===== src/rtl/exi_capture_buf.sv =====
// -----------------------------------------------------------------------------
// exi_capture_buf
//
// Frame-aware capture FIFO between the EXI-side SPI slave and the RPi-side
// command handler. Each received frame is stored in a byte ring as a one-byte
// length header followed by its payload. The read side only sees bytes up to
// commit_ptr, so a partially received frame is never visible. A frame that
// does not fit (ring full or payload longer than MAX_LEN) is dropped as a
// whole and counted in a saturating counter.
//
// Ports:
//   clk                  system clock
//   rst_n                asynchronous active-low reset
//   in_frame_start_i     pulse: chip-select asserted
//   in_frame_end_i       pulse: chip-select deasserted
//   in_valid_i           pulse: in_byte_i holds a received byte
//   in_byte_i    [7:0]   received byte
//   rd_pop_i             request the next committed byte
//   rd_data_o    [7:0]   popped byte (registered)
//   rd_valid_o           rd_data_o valid for one cycle
//   rd_empty_o           no committed bytes available
//   rd_level_o   [DL:0]  number of committed bytes available
//   frames_dropped_o     saturating count of dropped frames
//   busy_o               capture state machine not idle
// -----------------------------------------------------------------------------
module exi_capture_buf #(
    parameter int DEPTH_LOG2 = 8,
    parameter int MAX_LEN    = 255
) (
    input  logic                  clk,
    input  logic                  rst_n,
    input  logic                  in_frame_start_i,
    input  logic                  in_frame_end_i,
    input  logic                  in_valid_i,
    input  logic [7:0]            in_byte_i,
    input  logic                  rd_pop_i,
    output logic [7:0]            rd_data_o,
    output logic                  rd_valid_o,
    output logic                  rd_empty_o,
    output logic [DEPTH_LOG2:0]   rd_level_o,
    output logic [7:0]            frames_dropped_o,
    output logic                  busy_o
);

    localparam int              PW      = DEPTH_LOG2 + 1;
    localparam int              DEPTH   = 1 << DEPTH_LOG2;
    localparam logic [PW-1:0]   DEPTH_C = PW'(DEPTH);
    localparam logic [7:0]      LEN_MAX = 8'(MAX_LEN);

    typedef enum logic [1:0] {
        ST_IDLE    = 2'd0,
        ST_CAPTURE = 2'd1,
        ST_DISCARD = 2'd2,
        ST_CLOSE   = 2'd3
    } state_t;

    // Saturating add used by the dropped-frame counter.
    function automatic logic [7:0] sat_add8(input logic [7:0] a, input logic [1:0] b);
        logic [8:0] sum;
        sum = {1'b0, a} + {7'd0, b};
        if (sum[8]) begin
            return 8'hFF;
        end else begin
            return sum[7:0];
        end
    endfunction

    state_t                  state_q, state_d;
    logic [PW-1:0]           wr_q, wr_d;
    logic [PW-1:0]           hdr_q, hdr_d;
    logic [PW-1:0]           commit_q, commit_d;
    logic [PW-1:0]           rd_q;
    logic [7:0]              len_q, len_d;
    logic                    pend_q, pend_d;
    logic [7:0]              drop_cnt_q;
    logic [7:0]              rd_data_q;
    logic                    rd_valid_q;
    logic [7:0]              ring_q [0:DEPTH-1];

    logic                    full_s;
    logic                    commit_full_s;
    logic [PW-1:0]           rd_level_s;
    logic                    rd_fire_s;
    logic                    byte_drop_s;
    logic [1:0]              drop_inc_s;
    logic                    mem_we_s;
    logic [DEPTH_LOG2-1:0]   mem_waddr_s;
    logic [7:0]              mem_wdata_s;
    state_t                  start_state_s;
    logic [PW-1:0]           start_wr_s;
    logic                    start_drop_s;

    assign full_s        = ((wr_q - rd_q) == DEPTH_C);
    // A (re)start always begins from the last committed point, so fullness is
    // judged there; this also covers the restart after a missing frame end.
    assign commit_full_s = ((commit_q - rd_q) == DEPTH_C);
    assign rd_level_s    = commit_q - rd_q;
    assign rd_fire_s     = rd_pop_i && (rd_level_s != '0);

    // Outcome of a frame start: reserve the header slot or drop the frame.
    assign start_state_s = commit_full_s ? ST_DISCARD : ST_CAPTURE;
    assign start_wr_s    = commit_full_s ? commit_q : (commit_q + PW'(1));
    assign start_drop_s  = commit_full_s;

    // Next-state, pointer and ring-write control for the capture side.
    always_comb begin
        state_d     = state_q;
        wr_d        = wr_q;
        hdr_d       = hdr_q;
        commit_d    = commit_q;
        len_d       = len_q;
        pend_d      = pend_q;
        drop_inc_s  = 2'd0;
        byte_drop_s = 1'b0;
        mem_we_s    = 1'b0;
        mem_waddr_s = wr_q[DEPTH_LOG2-1:0];
        mem_wdata_s = in_byte_i;

        case (state_q)
            ST_IDLE: begin
                pend_d = 1'b0;
                if (in_frame_start_i || pend_q) begin
                    state_d    = start_state_s;
                    wr_d       = start_wr_s;
                    hdr_d      = commit_q;
                    len_d      = 8'd0;
                    drop_inc_s = {1'b0, start_drop_s};
                end else begin
                    state_d = ST_IDLE;
                end
            end

            ST_CAPTURE: begin
                if (in_frame_start_i) begin
                    // Missing frame end: abandon the open frame and restart.
                    state_d    = start_state_s;
                    wr_d       = start_wr_s;
                    hdr_d      = commit_q;
                    len_d      = 8'd0;
                    drop_inc_s = 2'd1 + {1'b0, start_drop_s};
                end else begin
                    if (in_valid_i) begin
                        if (!full_s && (len_q < LEN_MAX)) begin
                            mem_we_s = 1'b1;
                            wr_d     = wr_q + PW'(1);
                            len_d    = len_q + 8'd1;
                        end else begin
                            byte_drop_s = 1'b1;
                            wr_d        = commit_q;
                            drop_inc_s  = 2'd1;
                        end
                    end else begin
                        byte_drop_s = 1'b0;
                    end
                    // A drop coinciding with the frame end has nothing left to discard.
                    if (in_frame_end_i) begin
                        state_d = byte_drop_s ? ST_IDLE : ST_CLOSE;
                    end else begin
                        state_d = byte_drop_s ? ST_DISCARD : ST_CAPTURE;
                    end
                end
            end

            ST_CLOSE: begin
                mem_we_s    = 1'b1;
                mem_waddr_s = hdr_q[DEPTH_LOG2-1:0];
                mem_wdata_s = len_q;
                commit_d    = wr_q;
                state_d     = ST_IDLE;
                pend_d      = in_frame_start_i;
            end

            ST_DISCARD: begin
                if (in_frame_start_i) begin
                    state_d    = start_state_s;
                    wr_d       = start_wr_s;
                    hdr_d      = commit_q;
                    len_d      = 8'd0;
                    drop_inc_s = {1'b0, start_drop_s};
                end else if (in_frame_end_i) begin
                    state_d = ST_IDLE;
                end else begin
                    state_d = ST_DISCARD;
                end
            end

            default: begin
                state_d = ST_IDLE;
                wr_d    = commit_q;
                pend_d  = 1'b0;
            end
        endcase
    end

    // Control state, pointers, counters and the registered read port.
    always_ff @(posedge clk or negedge rst_n) begin
        if (!rst_n) begin
            state_q    <= ST_IDLE;
            wr_q       <= '0;
            hdr_q      <= '0;
            commit_q   <= '0;
            rd_q       <= '0;
            len_q      <= 8'd0;
            pend_q     <= 1'b0;
            drop_cnt_q <= 8'd0;
            rd_data_q  <= 8'd0;
            rd_valid_q <= 1'b0;
        end else begin
            state_q    <= state_d;
            wr_q       <= wr_d;
            hdr_q      <= hdr_d;
            commit_q   <= commit_d;
            len_q      <= len_d;
            pend_q     <= pend_d;
            drop_cnt_q <= sat_add8(drop_cnt_q, drop_inc_s);
            rd_valid_q <= rd_fire_s;
            if (rd_fire_s) begin
                rd_data_q <= ring_q[rd_q[DEPTH_LOG2-1:0]];
                rd_q      <= rd_q + PW'(1);
            end
        end
    end

    // Ring storage; contents intentionally survive reset.
    always_ff @(posedge clk) begin
        if (mem_we_s) begin
            ring_q[mem_waddr_s] <= mem_wdata_s;
        end
    end

    assign rd_data_o        = rd_data_q;
    assign rd_valid_o       = rd_valid_q;
    assign rd_level_o       = rd_level_s;
    assign rd_empty_o       = (rd_level_s == '0);
    assign frames_dropped_o = drop_cnt_q;
    assign busy_o           = (state_q != ST_IDLE);

endmodule


===== config.mk =====
export PLATFORM = sky130hd
export DESIGN_NAME = exi_capture_buf
export DESIGN_NICKNAME = d
export VERILOG_FILES = /design/src/rtl/exi_capture_buf.sv
export SDC_FILE = /design/constraint.sdc
export NUM_CORES = 2
export LEC_CHECK = 0
export CORE_ASPECT_RATIO = 1.2
export CORE_MARGIN = 4
export CORE_UTILIZATION = 40
export DETAILED_ROUTE_END_ITERATION = 10
export SLEW_MARGIN = 20
export SYNTH_ARGS = -nofsm -noshare
export SYNTH_HDL_FRONTEND = slang
export SYNTH_SLANG_ARGS = --single-unit

===== constraint.sdc =====
create_clock -name clk -period 12.9 [get_ports clk]
set_input_delay 1.935 -clock clk [delete_from_list [all_inputs] [get_ports clk]]
set_output_delay 1.935 -clock clk [all_outputs]
set_load 0.005 [all_outputs]

==> metrics <==
number of fill cells=17500; MaxCap Viol Count=0; # port buffers=41; wirelength, routed=211 mm; Vias=41500; drt drc=0; Nets=4250; die area=0.216 mm2; drt pass-1 iters=7; worst hold slack=0.541 ns; DR vias/cell=5.81; vias in the first global route=42100; RSZ-0062 raised after global routing=no; Horiz. Die Dim=425 um; placer congestion estimate=0.832; multiplexer area fraction after synthesis=14.8%; hpwl dp=123 mm; max-slew violation count=0; WL met3=14.1 mm; hold violation count in the final report=0; Power, Total=19800 uW; Mapped Cells=4155; final core utilization=45.0%; postcts setup bufs=0; leakage dissipation=0.0288 uW; I/O pins=42; Syn Nets=4200; XOR/XNOR Fraction of Synth Area=0.294%; Synth-to-Final Area Change=11.9%; Clock Sinks=2111; Setup CP Type=register to output pin; largest net degree at the start of global routing=134; Crit Path Max Fanout=33; count leader, synth=edfxtp_1; fin crit period=6.90 ns; Worst Max-Slew Pin Slew=1.17 ns; Synth Area in Compound Gates=4.14%; Hold Startpoint=len_q[7]$_DFFE_PN0P_; setup TNS=0 ns; FF+latch count, synth=2111; register share of total power=40.8%; asr flop ratio synth=2.98%; Psw=6330 uW; Clock Path Buffers=3; Root Buffer=clkbuf_16; Pwr Density=212 mW/mm2; post_cts resized=0; dpl cells=6780; drt wl/cell=29.5 um; Yosys top cell by area=edfxtp_1; # rows=183; largest family of logic cells by synthesized area=multiplexers; P_int=13500 uW; Antenna Nets Post-Route=0; Sw Share=32.0%; Simple-Gate Fraction of Synth Area=3.00%; WP data required=10.97 ns; Final setup violation count=0; Multi-input gate area=0.0191 mm2; # hold bufs at CTS=0; number of synthesized flops with an enable pin=2048; Critical path origin=rd_q[2]$_DFFE_PN0P_; Cell Area, Synth=0.0835 mm2; clock-pin slew on the worst setup and hold paths=0.06 ns; initial core utilization=40.2%; Comb pwr share=29.6%; Storage cell area=0.0631 mm2; CP Capture Type=output pin; Inserted Clock Buffers=198; Synth Area in Adders=0.483%; first-pass GRT wire length=306 mm; worst min path class=register to register; initial antenna violation count=8; core area=0.207 mm2; Clock power frac=29.6%; Cell variety after synth=75; outcome=completed; clock skew=0.0362 ns; H-tree depth=4; CTS tree=done; clock latency on the worst-skew pair=0.84 ns; syn_area_per_cell=20.1 um2; CP arrival=4.97 ns; M1 wire length=83.9 mm; R2R setup slack=7.33 ns; RR Startpoint=rd_q[1]$_DFFE_PN0P_; Die H=508 um; ys flop type=edfxtp_1; share of the yosys chip area belonging to registers=75.6%; Initial DRC Count=4620; overall routing resource usage=19.4%; highest layer used for signal routing=met4; final std cells w/o fill=7152; CP Launch Type=register; total global routing overflow=0; Slew headroom=21.8%; WL met2=106 mm; layout cells sized above 1=21.5%; Post-synth top cells=edfxtp_1, mux4_2, nor2_1; Final period util=53.5%; top cell type's share of synthesized area=73.7%; Max rail drop VDD=0.169 mV; top cells by area, synth=edfxtp_1, mux4_2, dfrtp_1; Max Fclk=145 MHz; synth warn=0
critical path: stages, from the launching register on:
cell and delay [ns]:
dfrtp_4 0.62, inv_4 0.33, buf_4 0.53, ha_1 0.38, nor2b_1 0.17, o21a_1 0.21, nor4_1 0.26, a31oi_1 0.11
a2111oi_4 0.67, and2_1 0.26, clkdlybuf4s50_1 0.51
metal layers:
layer	track usage, %	vias up
met3	3.09	324
li1	-	17300
met4	7.05	0
met1	26.2	22300
met2	32.2	1644
met5	0	-
final cells by class:
cell class              count  share of cell area [%]
diodes                      3                 0.00804
well taps                2775                    3.72
flip-flops and latches   2111                    67.6
repair buffers            118                    1.13
clock buffers             253                    5.68
multi-input cells        1744                    20.5
inverters                  32                   0.131
clock inverters           116                    1.28
state kept, by name (all words and copies together) (netlist names), 8 cells and up:
register and cells:
wr_q 9, hdr_q 8, frames_dropped_o 8, rd_data_o 8, commit_q 9, len_q 8, ring_q 2048, rd_q 9
placed cells by master (no fill, tap or decap), drive strengths merged, types with 15 or more instances in the layout:
cell	netlist	routed
ha	29	29
a22o	18	18
nor2b	16	16
clkbuf	138	253
mux2	25	25
mux4	487	487
mux2i	110	110
edfxtp	2048	2048
inv	32	34
a31oi	15	15
a22oi	101	101
clkinv	0	91
or3	19	19
o221ai	43	43
xnor2	17	17
dfrtp	63	63
nor3	41	41
a221oi	38	38
nand2	102	102
bufinv	0	20
o21ai	64	64
nand3	35	35
o22ai	24	24
a21oi	113	113
buf	130	78
nor2	324	324
clkdlybuf4s50	0	40
power groups by stage:
stage | Clock (uW) | Sequential (uW) | Combinational (uW)
finish | 5860 | 8060 | 5860
floorplan | 0 | 8110 | 3860
global placement | 0 | 8210 | 5860
CTS | 5960 | 8060 | 5910
global route | 6260 | 8070 | 6180
detailed placement | 0 | 8210 | 5890
cell families after synthesis:
group	Yosys count
mux	622
compound gates	488
xor+xnor	28
flops	2111
buf+inv	300
simple gates	575
fa+ha+maj	31
per-stage QoR:
stage | setup slack, ns | area [um2]
4_1_cts | 5.97 | 93400
3_3_place_gp | 6.88 | 86900
2_1_floorplan | 7.72 | 83500
5_1_grt | 5.84 | 93400
3_5_place_dp | 6.91 | 86900
6_report | 6.00 | 93400
path summary, 6_finish.rpt:
| check | to | cells after the start |
|---|---|---|
| setup reg to reg | rd_data_o[6]$_DFFE_PN0P_ | 10 |
| min in group asynchronous | rd_valid_o$_DFF_PN0_ | 1 |
| setup / recovery | rd_empty_o | 10 |
| hold reg to reg | len_q[7]$_DFFE_PN0P_ | 1 |
| max in group asynchronous | rd_q[2]$_DFFE_PN0P_ | 1 |
| hold / removal | len_q[7]$_DFFE_PN0P_ | 1 |
Note: power is estimated with default switching activity, not from simulation.
